===== config.mk =====
export PLATFORM = sky130hd
export DESIGN_NAME = mem_access_ctrl
export DESIGN_NICKNAME = d
export VERILOG_FILES = /design/src/rtl/mem_access_pkg.sv /design/src/rtl/mem_lane_unit.sv /design/src/rtl/mem_access_ctrl.sv
export SDC_FILE = /design/constraint.sdc
export NUM_CORES = 1
export LEC_CHECK = 0
export CAP_MARGIN = 20
export CORE_UTILIZATION = 45
export CTS_CLUSTER_SIZE = 30
export DETAILED_ROUTE_END_ITERATION = 16
export PLACE_DENSITY = 0.86
export SYNTH_ARGS = -nofsm -noshare
export SYNTH_HDL_FRONTEND = slang
export SYNTH_SLANG_ARGS = --single-unit

===== constraint.sdc =====
create_clock -name i_Clk -period 2.2 [get_ports i_Clk]
set_input_delay 0.44 -clock i_Clk [delete_from_list [all_inputs] [get_ports i_Clk]]
set_output_delay 0.44 -clock i_Clk [all_outputs]
set_load 0.02 [all_outputs]

===== src/rtl/mem_access_pkg.sv =====
// Shared types and helpers for the load/store initiator: FSM states, RV32I
// width codes and the byte-lane selector used by both merge and extract paths.
package mem_access_pkg;

  typedef enum logic [1:0] {
    IDLE = 2'd0,
    RD   = 2'd1,
    WR   = 2'd2,
    RESP = 2'd3
  } state_t;

  localparam logic [2:0] F3_B  = 3'b000;
  localparam logic [2:0] F3_H  = 3'b001;
  localparam logic [2:0] F3_W  = 3'b010;
  localparam logic [2:0] F3_BU = 3'b100;
  localparam logic [2:0] F3_HU = 3'b101;

  // First byte lane touched by an access: bytes use the full offset,
  // halfwords only addr[1], words always start at lane 0.
  function automatic logic [1:0] lane_sel(input logic [1:0] size,
                                          input logic [1:0] offset);
    case (size)
      2'b00:   return offset;
      2'b01:   return {offset[1], 1'b0};
      default: return 2'b00;
    endcase
  endfunction

endpackage


===== src/rtl/mem_lane_unit.sv =====
// Combinational lane logic: merges sub-word store data into a read word and
// extracts/extends a load result from a read word.
module mem_lane_unit
  import mem_access_pkg::*;
(
  input  logic [31:0] rd_word,
  input  logic [31:0] wr_data,
  input  logic [2:0]  funct3,
  input  logic [1:0]  offset,
  output logic [31:0] merged,
  output logic [31:0] load_data
);

  logic [1:0]  lane;
  logic [31:0] shifted;

  always_comb begin
    lane      = lane_sel(funct3[1:0], offset);
    shifted   = rd_word >> {lane, 3'b000};
    merged    = wr_data;
    load_data = rd_word;
    case (funct3[1:0])
      2'b00: begin
        merged = rd_word;
        case (lane)
          2'd0:    merged[7:0]   = wr_data[7:0];
          2'd1:    merged[15:8]  = wr_data[7:0];
          2'd2:    merged[23:16] = wr_data[7:0];
          default: merged[31:24] = wr_data[7:0];
        endcase
        load_data = funct3[2] ? {24'b0, shifted[7:0]} : {{24{shifted[7]}}, shifted[7:0]};
      end
      2'b01: begin
        merged = rd_word;
        if (lane[1]) merged[31:16] = wr_data[15:0];
        else         merged[15:0]  = wr_data[15:0];
        load_data = funct3[2] ? {16'b0, shifted[15:0]} : {{16{shifted[15]}}, shifted[15:0]};
      end
      default: begin
        merged    = wr_data;
        load_data = rd_word;
      end
    endcase
  end

endmodule


===== src/rtl/mem_access_ctrl.sv =====
// Load/store initiator for the unified word-addressed memory; sub-word stores
// run as read-modify-write. Optional alignment checking: MEM_ACCESS_ALIGN_CHECK_EN.
module mem_access_ctrl
  import mem_access_pkg::*;
#(
  parameter int MEM_WORDS = 128
) (
  input  logic        i_Clk,
  input  logic        i_Reset,
  input  logic        i_Req,
  input  logic        i_We,
  input  logic [2:0]  i_Funct3,
  input  logic [31:0] i_Addr,
  input  logic [31:0] i_wData,
  output logic        o_Busy,
  output logic        o_Done,
  output logic        o_Err,
  output logic [31:0] o_rData,
  output logic        o_MemAdrSrc,
  output logic [31:0] o_MemAddr,
  output logic        o_MemWE,
  output logic [31:0] o_MemWData,
  input  logic [31:0] i_MemRData,
  output state_t      o_State
);

  localparam int IDX_W = $clog2(MEM_WORDS);

  state_t             state, next_state;
  logic               accept;
  logic               req_err, f3_ok, range_ok, prot_ok, align_ok;
  logic [29:0]        word_idx;
  logic [2:0]         f3_q;
  logic [1:0]         off_q;
  logic               we_q, err_q;
  logic [31:0]        wdata_q, rbuf, rdata_q, mem_wdata_q;
  logic [IDX_W-1:0]   mem_idx_q;
  logic               mem_we_q, adr_src_q;
  logic [31:0]        lane_word, merged, load_data;

  // Request checks are evaluated on the live inputs so an error can skip
  // straight to RESP without touching memory.
  always_comb begin
    word_idx = i_Addr[31:2];
    range_ok = (word_idx < 30'(MEM_WORDS));
    prot_ok  = !(i_We && (word_idx < 30'(MEM_WORDS / 2)));
    if (i_We) f3_ok = (i_Funct3 == F3_B) || (i_Funct3 == F3_H) || (i_Funct3 == F3_W);
    else      f3_ok = (i_Funct3 == F3_B) || (i_Funct3 == F3_H) || (i_Funct3 == F3_W) ||
                      (i_Funct3 == F3_BU) || (i_Funct3 == F3_HU);
`ifdef MEM_ACCESS_ALIGN_CHECK_EN
    case (i_Funct3[1:0])
      2'b01:   align_ok = !i_Addr[0];
      2'b10:   align_ok = (i_Addr[1:0] == 2'b00);
      default: align_ok = 1'b1;
    endcase
`else
    align_ok = 1'b1;
`endif
    req_err = !(f3_ok && range_ok && prot_ok && align_ok);
  end

  // Handshake: i_Req is a one-cycle strobe sampled only in IDLE; anything
  // presented while busy (including the RESP cycle) is dropped, not queued.
  // o_Done pulses for one cycle in RESP with o_Err/o_rData valid alongside.
  always_comb begin
    next_state = state;
    accept     = 1'b0;
    case (state)
      IDLE: if (i_Req) begin
        accept = 1'b1;
        if (req_err)                         next_state = RESP;
        else if (i_We && i_Funct3 == F3_W)   next_state = WR;
        else                                 next_state = RD;
      end
      RD:      next_state = we_q ? WR : RESP;
      WR:      next_state = RESP;
      default: next_state = IDLE;
    endcase
  end

  // In RD the lane unit sees the word being captured, so the merged store
  // word and load result are ready at the same edge that fills rbuf.
  assign lane_word = (state == RD) ? i_MemRData : rbuf;

  mem_lane_unit u_lane (
    .rd_word   (lane_word),
    .wr_data   (wdata_q),
    .funct3    (f3_q),
    .offset    (off_q),
    .merged    (merged),
    .load_data (load_data)
  );

  always_ff @(posedge i_Clk or negedge i_Reset) begin
    if (!i_Reset) begin
      state       <= IDLE;
      f3_q        <= 3'b000;
      off_q       <= 2'b00;
      we_q        <= 1'b0;
      err_q       <= 1'b0;
      wdata_q     <= 32'h0;
      rbuf        <= 32'h0;
      rdata_q     <= 32'h0;
      mem_idx_q   <= '0;
      mem_we_q    <= 1'b0;
      mem_wdata_q <= 32'h0;
      adr_src_q   <= 1'b1;
    end else begin
      state     <= next_state;
      adr_src_q <= 1'b1;
      mem_we_q  <= (next_state == WR);
      if (accept) begin
        f3_q    <= i_Funct3;
        off_q   <= i_Addr[1:0];
        we_q    <= i_We;
        wdata_q <= i_wData;
        err_q   <= req_err;
        if (!req_err) mem_idx_q <= i_Addr[IDX_W+1:2];
      end
      if (state == RD) begin
        rbuf <= i_MemRData;
        if (!we_q) rdata_q <= load_data;
      end
      if (next_state == WR) mem_wdata_q <= (state == IDLE) ? i_wData : merged;
    end
  end

  assign o_Busy      = (state != IDLE);
  assign o_Done      = (state == RESP);
  assign o_Err       = (state == RESP) && err_q;
  assign o_rData     = rdata_q;
  assign o_MemAdrSrc = adr_src_q;
  assign o_MemAddr   = 32'(mem_idx_q);
  assign o_MemWE     = mem_we_q;
  assign o_MemWData  = mem_wdata_q;
  assign o_State     = state;

endmodule


==> metrics.txt, run 1 <==
Clock Path Buffers=2; Clock Latency Late Sink=420 ps; total gr overflow=0; # setup viols final=28; die height=134 um; utilization after layout=67.5%; XOR/XNOR share of the synthesized area=0%; largest family of logic cells by synthesized area=compound AO/OA/AOI/OAI gates; RSZ-0062 raised after global routing=yes; R2R Setup Slk=-70 ps; hold path start=o_rData[6]$_DFFE_PN0P_; Req. time, crit path=2510 ps; cell with the most instances after synthesis=dfrtp_1; maximum vdd drop=0.915 mV; Ys Warns=0; cts bufs inserted=17; post-synth cell types=55; worst hold path type=reg -> reg; EDFF count, synth=0; core area=16800 um2; Post-Place Cells=1147; share of the synthesized area in the top cell type=46.4%; Synth Instances=719; count of input and output buffers=179; startpoint types=flop; Detail Route Antenna Nets=0; P_leak=4.85 nW; Sum Neg Setup Slack=-958 ps; clock sinks=145; Hold Path Sink=o_rData[6]$_DFFE_PN0P_; I/O pins=206; Via-to-Cell Ratio=5.89; worst r2r dst=o_MemWData[12]$_DFFE_PN0N_; Area Growth Syn to Fin=44.8%; drc violations=0; violated checks=negative setup slack; drt pass-1 iters=6; Clock H-tree levels=4; simple-gate share of the synthesized area=8.79%; asr flop ratio synth=100%; Vias=7029; number of hold violations in the final report=0; synthesized area=7820 um2; Avg WL per Cell=21.1 um; CTS tree=done; # fillers=1218; synth cell count leaders=dfrtp_1 (145), mux2_2 (67), o21ai_0 (63), nand2_1 (52), clkbuf_1 (35); mux cell area share after synthesis=17.8%; Slew @ Worst Pin=580 ps; Pins Over Slew Limit=0; final worst slack=-73.6 ps; fin cells=1194; main flop type after synthesis=dfrtp_1; first-pass GRT wire length=38.0 mm; total track usage=28.1%; routability cong.=0.916; ANT cells=0; Critical R2R Launch=o_State[1]$_DFF_PN0_; fraction of layout cells with a size suffix above 1=29.4%; die area=17900 um2; Final HPWL DP=17.5 mm; status=finished, violations left; 1st-iter DRT viols=766; CP max FO=7; crit path kind=reg -> reg; clock skew=5.86 ps; Synth Area in Compound Gates=18.8%; largest net degree at the start of global routing=56; Initial Util=46.6%; clock-pin slew on the worst setup and hold paths=60 ps; Yosys reg bits=145; worst rel slew slack=61.2%; Max Cap Violations=0; cell row count=47; CP arrival=2580 ps; hold path depth=2; CP Capture Type=flop; Final period util=103%; Max Freq=440 MHz; sequential fraction of the synthesis area=46.4%; post-synthesis adder-cell area fraction=0.640%; vias in the first global route=6878; FF-to-FF path depth=11; most area-consuming cells after synthesis=dfrtp_1 (46%), mux2_2 (9.7%), mux2_4 (5.6%); die width=134 um; initial antenna violation count=0; CTS root buffer=clkbuf_16; syn avg cell area=10.9 um2; Pwr per Cell Area=1830 nW/um2; final worst path period need=2270 ps; Post-Route WL=25.2 mm; cell taking the most area after synthesis=dfrtp_1; Final #Nets=1069
where the power goes:
group / switching (mW) / internal, mW
registers: 1.03 / 4.00
clock network: 1.15 / 1.58
logic: 6.44 / 6.47
flip-flops by register name, indices dropped and copies added, names as in the netlist, 2 cells and up:
name and count:
o_MemWData 32, o_rData 32, rbuf 32, wdata_q 32, mem_idx_q 7, f3_q 3
o_State 2, off_q 2
cells by family after synthesis:
| group | after synthesis |
|---|---|
| and+or+nand+nor | 131 |
| AOI/OAI and AO/OA | 213 |
| other | 2 |
| buffers and inverters | 110 |
| adders and majority gates | 4 |
| muxes | 114 |
| DFF | 145 |
metal layers:
| layer | vias up | track usage (%) | share of wire (%) | wire length (um) |
|---|---|---|---|---|
| li1 | 3101 | - | - | - |
| met1 | 3422 | 37.7 | 40 | 10200 |
| met2 | 416 | 43.4 | 46 | 11700 |
| met3 | 90 | 6.73 | 8.8 | 2210 |
| met4 | 0 | 12.1 | 4.4 | 1120 |
| met5 | - | 0 | 0 | 0 |
cells in the final DEF, fill, tap and decap left out, types with 7 or more instances in the layout:
master	n
clkdlybuf4s50_1	155
dfrtp_1	142
buf_4	81
mux2_2	57
o21ai_0	56
nand2_1	52
mux2_4	39
conb_1	26
inv_1	25
a21oi_1	22
o211ai_1	19
clkbuf_16	18
a22oi_1	17
dlygate4sd2_1	17
a221oi_1	16
nor2_1	15
nand3_1	10
nor3_1	10
o21a_1	10
buf_6	10
nand2b_1	9
o2bb2ai_1	8
o21ai_1	8
a2bb2oi_1	7
nor3b_1	7
a211oi_1	7
timing repair:
action	CTS	global route
hold endpoints to repair	1	0
hold buffers	1	0
gates cloned	4	2
setup buffers	5	6
resized for setup	43	51
setup endpoints to repair	62	62
pin swaps	11	21
worst max-delay path, cell delays in order, from the launching register on:
cell and delay (ps):
dfrtp_2 410, inv_2 90, ha_4 200, buf_12 150
nand2b_4 60, nand3b_1 130, nor4_4 40, buf_4 140
o211ai_4 310, buf_6 190, buf_16 130, mux2_4 300
worst max path at each step:
stage / startpoint / end / cells past startpoint
CTS: o_State[1]$_DFF_PN0_ / o_MemWData[23]$_DFFE_PN0N_ / 8
global route: o_State[1]$_DFF_PN0_ / o_MemWData[12]$_DFFE_PN0N_ / 11
floorplan: o_State[1]$_DFF_PN0_ / o_MemWData[26]$_DFFE_PN0N_ / 9
finish: o_State[1]$_DFF_PN0_ / o_MemWData[12]$_DFFE_PN0N_ / 11
global placement: i_Addr[18] / o_MemWData[0]$_DFFE_PN0N_ / 7
detailed placement: i_Addr[18] / o_MemWData[1]$_DFFE_PN0N_ / 7
cell type report:
class / count / area, um2 / area share (%)
Multi-Input combinational cell: 488 / 4000 / 35.4
Sequential cell: 145 / 3630 / 32.1
Timing Repair Buffer: 281 / 2750 / 24.3
Clock buffer: 19 / 443 / 3.91
Tap cell: 220 / 275 / 2.43
Inverter: 29 / 113 / 0.995
Clock inverter: 12 / 109 / 0.962
through the flow:
stage	hold WS, ps	cell area, um2	setup WS (ps)	total power, mW
global route	524	11300	-136	21.6
CTS	499	11100	-59.6	19.9
detailed placement	442	10300	-593	16.3
finish	499	11300	-73.6	20.7
global placement	441	10300	-568	16.0
floorplan	144	8000	-15.1	12.0
No activity file was read; power rests on OpenSTA's default activity.
==> inputs of run 2 (changes only) <==
Settings changed: ABC_AREA set to 1, PLACE_DENSITY 0.86 to 0.85.
==> run 2 against run 1 <==
  * The flow now finishes without violations
  * Clock power rose by 3%
  * Sequential power is 4.8% lower
  * Clock skew grew 0.70 ps
  * Final cell count increased by 24%
  * Critical path type is now reg -> out
  * Critical endpoint is now o_Busy
==> metrics.txt, run 2 <==
status=finished clean (was finished, violations left); utilization after layout=62.2% (was 67.5%); Via-to-Cell Ratio=5.44 (was 5.89); Avg WL per Cell=17.1 um (was 21.1 um); number of hold violations in the final report=0 (unchanged); asr flop ratio synth=100% (unchanged); routability cong.=0.939 (was 0.916); vias in the first global route=7905 (was 6878); Tot Pwr=18.1 mW (was 20.7 mW); cell with the most instances after synthesis=nand2_1 (was dfrtp_1); EDFF count, synth=0 (unchanged); Final HPWL DP=18.7 mm (was 17.5 mm); drt pass-1 iters=6 (unchanged); R2R Setup Slk=170 ps (was -70 ps); core area=17400 um2 (was 16800 um2); worst hold margin=473 ps (was 499 ps); worst hold path type=reg -> reg (unchanged); Initial Util=46.3% (was 46.6%); startpoint types=flop (unchanged); Synth Instances=1055 (was 719); cell taking the most area after synthesis=dfrtp_1 (unchanged); Post-Place Worst Slack=-53.5 ps (was -593 ps); first-pass GRT wire length=40.5 mm (was 38.0 mm); final worst path period need=2090 ps (was 2270 ps); Pins Over Slew Limit=0 (unchanged); leading cell type in the layout, fill and taps excluded=nand2_1 (was clkdlybuf4s50_1); I/O pins=206 (unchanged); synthesized area=8070 um2 (was 7820 um2); initial antenna violation count=0 (unchanged); CP max FO=4 (was 7); Critical R2R Launch=o_State[1]$_DFF_PN0_ (unchanged); Sum Neg Setup Slack=0 ps (was -958 ps); 1st-iter DRT viols=822 (was 766); # fillers=1536 (was 1218); share of the synthesized area in the top cell type=45.0% (was 46.4%); drc violations=0 (unchanged); syn avg cell area=7.64 um2 (was 10.9 um2); final worst slack=115 ps (was -73.6 ps); total track usage=29.0% (was 28.1%); fin cells=1481 (was 1194); most area-consuming cells after synthesis=dfrtp_1 (45%), nand2_1 (14%), nor2_1 (5.3%) (was dfrtp_1 (46%), mux2_2 (9.7%), mux2_4 (5.6%)); post-synth cell types=39 (was 55); cell row count=48 (was 47); Ys Warns=0 (unchanged); CTS root buffer=clkbuf_16 (unchanged); Reg area=3630 um2 (about the same); CTS tree=done (unchanged); Vias=8058 (was 7029); clock skew=6.57 ps (was 5.86 ps); largest net degree at the start of global routing=52 (was 56); die area=18500 um2 (was 17900 um2); Clock Latency Late Sink=430 ps (was 420 ps); hold path start=o_MemWData[10]$_DFFE_PN0N_ (was o_rData[6]$_DFFE_PN0P_); fraction of layout cells with a size suffix above 1=11.9% (was 29.4%); RSZ-0062 raised after global routing=no (was yes); Detail Route Antenna Nets=0 (unchanged); maximum vdd drop=0.848 mV (was 0.915 mV); sequential fraction of the synthesis area=45.0% (was 46.4%); hold path depth=2 (unchanged); Post-Route WL=25.3 mm (was 25.2 mm); count of input and output buffers=179 (unchanged); GR peak layer=met2 (unchanged); Max Cap Violations=0 (unchanged); synth cell count leaders=nand2_1 (293), dfrtp_1 (145), nor2_1 (114), inv_1 (81), nand3_1 (76) (was dfrtp_1 (145), mux2_2 (67), o21ai_0 (63), nand2_1 (52), clkbuf_1 (35)); post-route design area=10800 um2 (was 11300 um2); DP Area=10300 um2 (about the same); total gr overflow=0 (unchanged); clock sinks=145 (unchanged); Max Freq=480 MHz (was 440 MHz); die width=136 um (was 134 um); Req. time, crit path=1760 ps (was 2510 ps); Area Growth Syn to Fin=34.3% (was 44.8%); cts bufs inserted=17 (unchanged); Hold Path Sink=o_MemWData[10]$_DFFE_PN0N_ (was o_rData[6]$_DFFE_PN0P_); Clock Path Buffers=2 (unchanged); P_leak=5.28 nW (was 4.85 nW); FF-to-FF path depth=13 (was 11); met1 usage=36.5% (was 37.7%); footprint of the multi-input gates=3730 um2 (was 4000 um2); clock-pin slew on the worst setup and hold paths=60 ps (about the same); CP Capture Type=primary output (was flop); M3 GR Usage=5.26% (was 6.73%); ANT cells=0 (unchanged); Pwr per Cell Area=1670 nW/um2 (was 1830 nW/um2); # setup viols final=0 (was 28); crit path kind=reg -> out (was reg -> reg); Yosys reg bits=145 (unchanged); most frequent cells in the layout=nand2_1 (291), clkdlybuf4s50_1 (175), dfrtp_1 (145) (was clkdlybuf4s50_1 (155), dfrtp_1 (142), buf_4 (81)); Clock H-tree levels=4 (unchanged); Post-Place Cells=1449 (was 1147); main flop type after synthesis=dfrtp_1 (unchanged); Final period util=94.8% (was 103%); die height=136 um (was 134 um); GR Util met2=45.9% (was 43.4%); Final #Nets=1351 (was 1069); worst r2r dst=o_rData[13]$_DFFE_PN0P_ (was o_MemWData[12]$_DFFE_PN0N_); CP arrival=1650 ps (was 2580 ps)
-- run 2: changes by cell type in the layout (fill, tap and decap cells not counted), sizes merged, moves of 32 or more --
| cell | previous run | this run |
|---|---|---|
| a21oi | 25 | 62 |
| buf | 101 | 52 |
| inv | 30 | 89 |
| mux2 | 96 | 32 |
| nand2 | 52 | 299 |
| nand3 | 10 | 77 |
| nand4 | 1 | 33 |
| nor2 | 16 | 120 |
-- run 2: kinds of logic (layout without fill, tap and decap cells) --
group           count (synthesis)  after routing  share of synthesized area, %
other cells                     2             26                        0.0931
fa+ha+maj                       4              4                         0.621
buf+inv                       176            353                          10.0
mux                            32             32                          4.47
compound gates                149            149                          10.3
flops                         145            145                          45.0
simple gates                  547            547                          29.5
-- run 2: power by group --
part,switching (mW),internal [mW],total (mW)
registers,0.820,3.97,4.79
clock network,1.13,1.68,2.81
logic,6.50,3.96,10.5
total,8.45,9.61,18.1
-- run 2: layout make-up --
type	instances	area share (%)
clock buffers	20	4.12
clock inverters	11	1.06
inverters	91	3.17
multi-input cells	758	34.4
flip-flops and latches	145	33.5
well taps	225	2.60
repair buffers	231	21.1
-- run 2: layer usage --
metal  wire length, um  share of wire, %  vias to the layer above
met5                 0                 0                        -
met4              1330               5.3                        0
met3              2000               7.9                       92
met2             12000                48                      469
met1              9940                39                     3753
li1                  -                 -                     3744
-- run 2: critical path, stage by stage, from the launching register on --
cell and delay, ps:
dfrtp_1 440, inv_2 100, ha_1 190, clkinv_2 130, dlygate4sd2_1 350
-- run 2: what timing repair did --
action | CTS | global route
hold buffers | 1 | 0
setup buffers | 0 | 0
gates resized for setup | 4 | 6
setup endpoints to repair | 3 | 15
hold endpoints to repair | 41 | 0
pin swaps | 0 | 0
-- run 2: worst max-delay path by stage --
stage | from | slack [ps] | to
after global routing | o_State[1]$_DFF_PN0_ | 4 | o_rData[31]$_DFFE_PN0P_
after detailed placement | i_Funct3[2] | -50 | o_MemWData[28]$_DFFE_PN0N_
after global placement | i_Funct3[2] | 2 | o_MemWData[2]$_DFFE_PN0N_
after floorplan | o_State[1]$_DFF_PN0_ | 100 | o_MemWData[16]$_DFFE_PN0N_
after CTS | o_State[0]$_DFF_PN0_ | 80 | o_Busy
final | o_State[0]$_DFF_PN0_ | 110 | o_Busy
==> inputs of run 3 (changes only) <==
Settings changed: RECOVER_POWER set to 25.
==> run 3 against run 2 <==
  * Clock power barely moved
  * Worst hold slack barely moved
  * First-iteration DRC count rose by 12%
  * Critical path type unchanged
  * Non-clock buffer count did not move
==> metrics.txt, run 3 (synthesis results as in run 2) <==
Max Cap Violations=0 (unchanged); final worst path period need=2090 ps (about the same); largest net degree at the start of global routing=52 (unchanged); crit path kind=reg -> out (unchanged); drt pass-1 iters=6 (unchanged); status=finished clean (unchanged); first-pass GRT wire length=40.5 mm (unchanged); cell row count=48 (unchanged); ANT cells=0 (unchanged); total gr overflow=0 (unchanged); fraction of layout cells with a size suffix above 1=11.9% (about the same); clock-pin slew on the worst setup and hold paths=60 ps (about the same); worst rel slew slack=18.9%; Final period util=94.8% (about the same); Area Growth Syn to Fin=34.0% (was 34.3%); Vias=8015 (was 8058); clock sinks=145 (unchanged); CP arrival=1650 ps (about the same); CTS root buffer=clkbuf_16 (unchanged); Avg WL per Cell=17.1 um (about the same); Clock Latency Late Sink=430 ps (about the same); utilization after layout=62.1% (was 62.2%); Req. time, crit path=1760 ps (about the same); Final #Nets=1351 (unchanged); count of input and output buffers=179 (unchanged); startpoint types=flop (unchanged); final worst slack=115 ps (about the same); Clock H-tree levels=4 (unchanged); die height=136 um (unchanged); Final HPWL DP=18.7 mm (unchanged); Post-Route WL=25.3 mm (about the same); Clock Path Buffers=2 (unchanged); CP Capture Type=primary output (unchanged); P_leak=5.27 nW (was 5.28 nW); Pwr per Cell Area=1670 nW/um2 (about the same); total track usage=29.0% (unchanged); worst hold path type=reg -> reg (unchanged); core area=17400 um2 (unchanged); Via-to-Cell Ratio=5.41 (was 5.44); number of hold violations in the final report=0 (unchanged); clock skew=6.88 ps (was 6.57 ps); Critical R2R Launch=o_State[0]$_DFF_PN0_ (was o_State[1]$_DFF_PN0_); drc violations=0 (unchanged); Detail Route Antenna Nets=0 (unchanged); FF-to-FF path depth=12 (was 13); worst r2r dst=o_MemWData[24]$_DFFE_PN0N_ (was o_rData[13]$_DFFE_PN0P_); # setup viols final=0 (unchanged); leading cell type in the layout, fill and taps excluded=nand2_1 (unchanged); routability cong.=0.939 (unchanged); Max Freq=480 MHz (about the same); maximum vdd drop=0.855 mV (was 0.848 mV); Pins Over Slew Limit=0 (unchanged); I/O pins=206 (unchanged); die area=18500 um2 (unchanged); Slew @ Worst Pin=1220 ps; 1st-iter DRT viols=919 (was 822); vias in the first global route=7905 (unchanged); R2R Setup Slk=150 ps (was 170 ps); CP max FO=4 (unchanged); die width=136 um (unchanged); Post-Place Worst Slack=-53.5 ps (unchanged); end of the critical path=o_Busy (unchanged); RSZ-0062 raised after global routing=no (unchanged); CTS tree=done (unchanged); most frequent cells in the layout=nand2_1 (291), clkdlybuf4s50_1 (175), dfrtp_1 (145) (unchanged); initial antenna violation count=0 (unchanged); Worst Setup SP=o_State[0]$_DFF_PN0_ (unchanged); cts bufs inserted=17 (unchanged); Initial Util=46.3% (unchanged)
[run 3: routing by layer]
layer | GRT usage (%) | wire (um)
met4 | 18.6 | 1320
met1 | 36.5 | 10100
met5 | 0 | 0
met2 | 45.9 | 12000
met3 | 5.26 | 1920
[run 3: final cells by class]
| cell class | instances | area [um2] |
|---|---|---|
| clock inverters | 11 | 115 |
| repair buffers | 231 | 2270 |
| multi-input cells | 758 | 3730 |
| clock buffers | 20 | 447 |
| fillers | 1540 | 6610 |
| flip-flops and latches | 145 | 3630 |
| inverters | 91 | 343 |
| well taps | 225 | 282 |
[run 3: worst min-delay path by stage]
stage                                     startpoint                    endpoint  slack, ps  cells past startpoint
after floorplan                              i_Reset           err_q$_DFFE_PN0P_        140                      0
after global placement                       i_Reset     o_rData[31]$_DFFE_PN0P_        400                      1
after detailed placement                     i_Reset     o_rData[31]$_DFFE_PN0P_        400                      1
after CTS                 o_MemWData[10]$_DFFE_PN0N_  o_MemWData[10]$_DFFE_PN0N_        480                      2
after global routing      o_MemWData[18]$_DFFE_PN0N_  o_MemWData[18]$_DFFE_PN0N_        500                      2
final                     o_MemWData[10]$_DFFE_PN0N_  o_MemWData[10]$_DFFE_PN0N_        470                      2
[run 3: per-stage QoR]
step | setup TNS, ps | std cells | total power [mW] | instance area (um2) | hold WS [ps]
final | 0 | 1481 | 18.1 | 10800 | 473
after global routing | 0 | 1481 | 19.3 | 10800 | 497
after CTS | 0 | 1481 | 18.0 | 10800 | 477
after detailed placement | -594 | 1449 | 15.1 | 10300 | 400
after global placement | 0 | 1449 | 14.9 | 10300 | 396
after floorplan | 0 | 1079 | 11.1 | 8160 | 144
[run 3: what timing repair did]
action                                 in CTS  in global routing
gates resized for setup                     4                  6
endpoints found under the hold margin      41                  0
setup endpoints to repair                   3                 15
gates cloned                                0                  0
buffers inserted                            0                  0
hold buffers                                1                  0
[run 3: where the power goes]
group	leakage, nW	switching (mW)	internal [mW]
clock	0.267	1.13	1.68
sequential	1.75	0.819	3.97
combinational	3.26	6.51	3.96
total	5.27	8.46	9.60
[run 3: worst max-delay path, cell delays in order, from the launching register on]
cell and delay (ps):
dfrtp_1 440, inv_2 100, ha_1 190, clkinv_2 130, dlygate4sd2_1 350
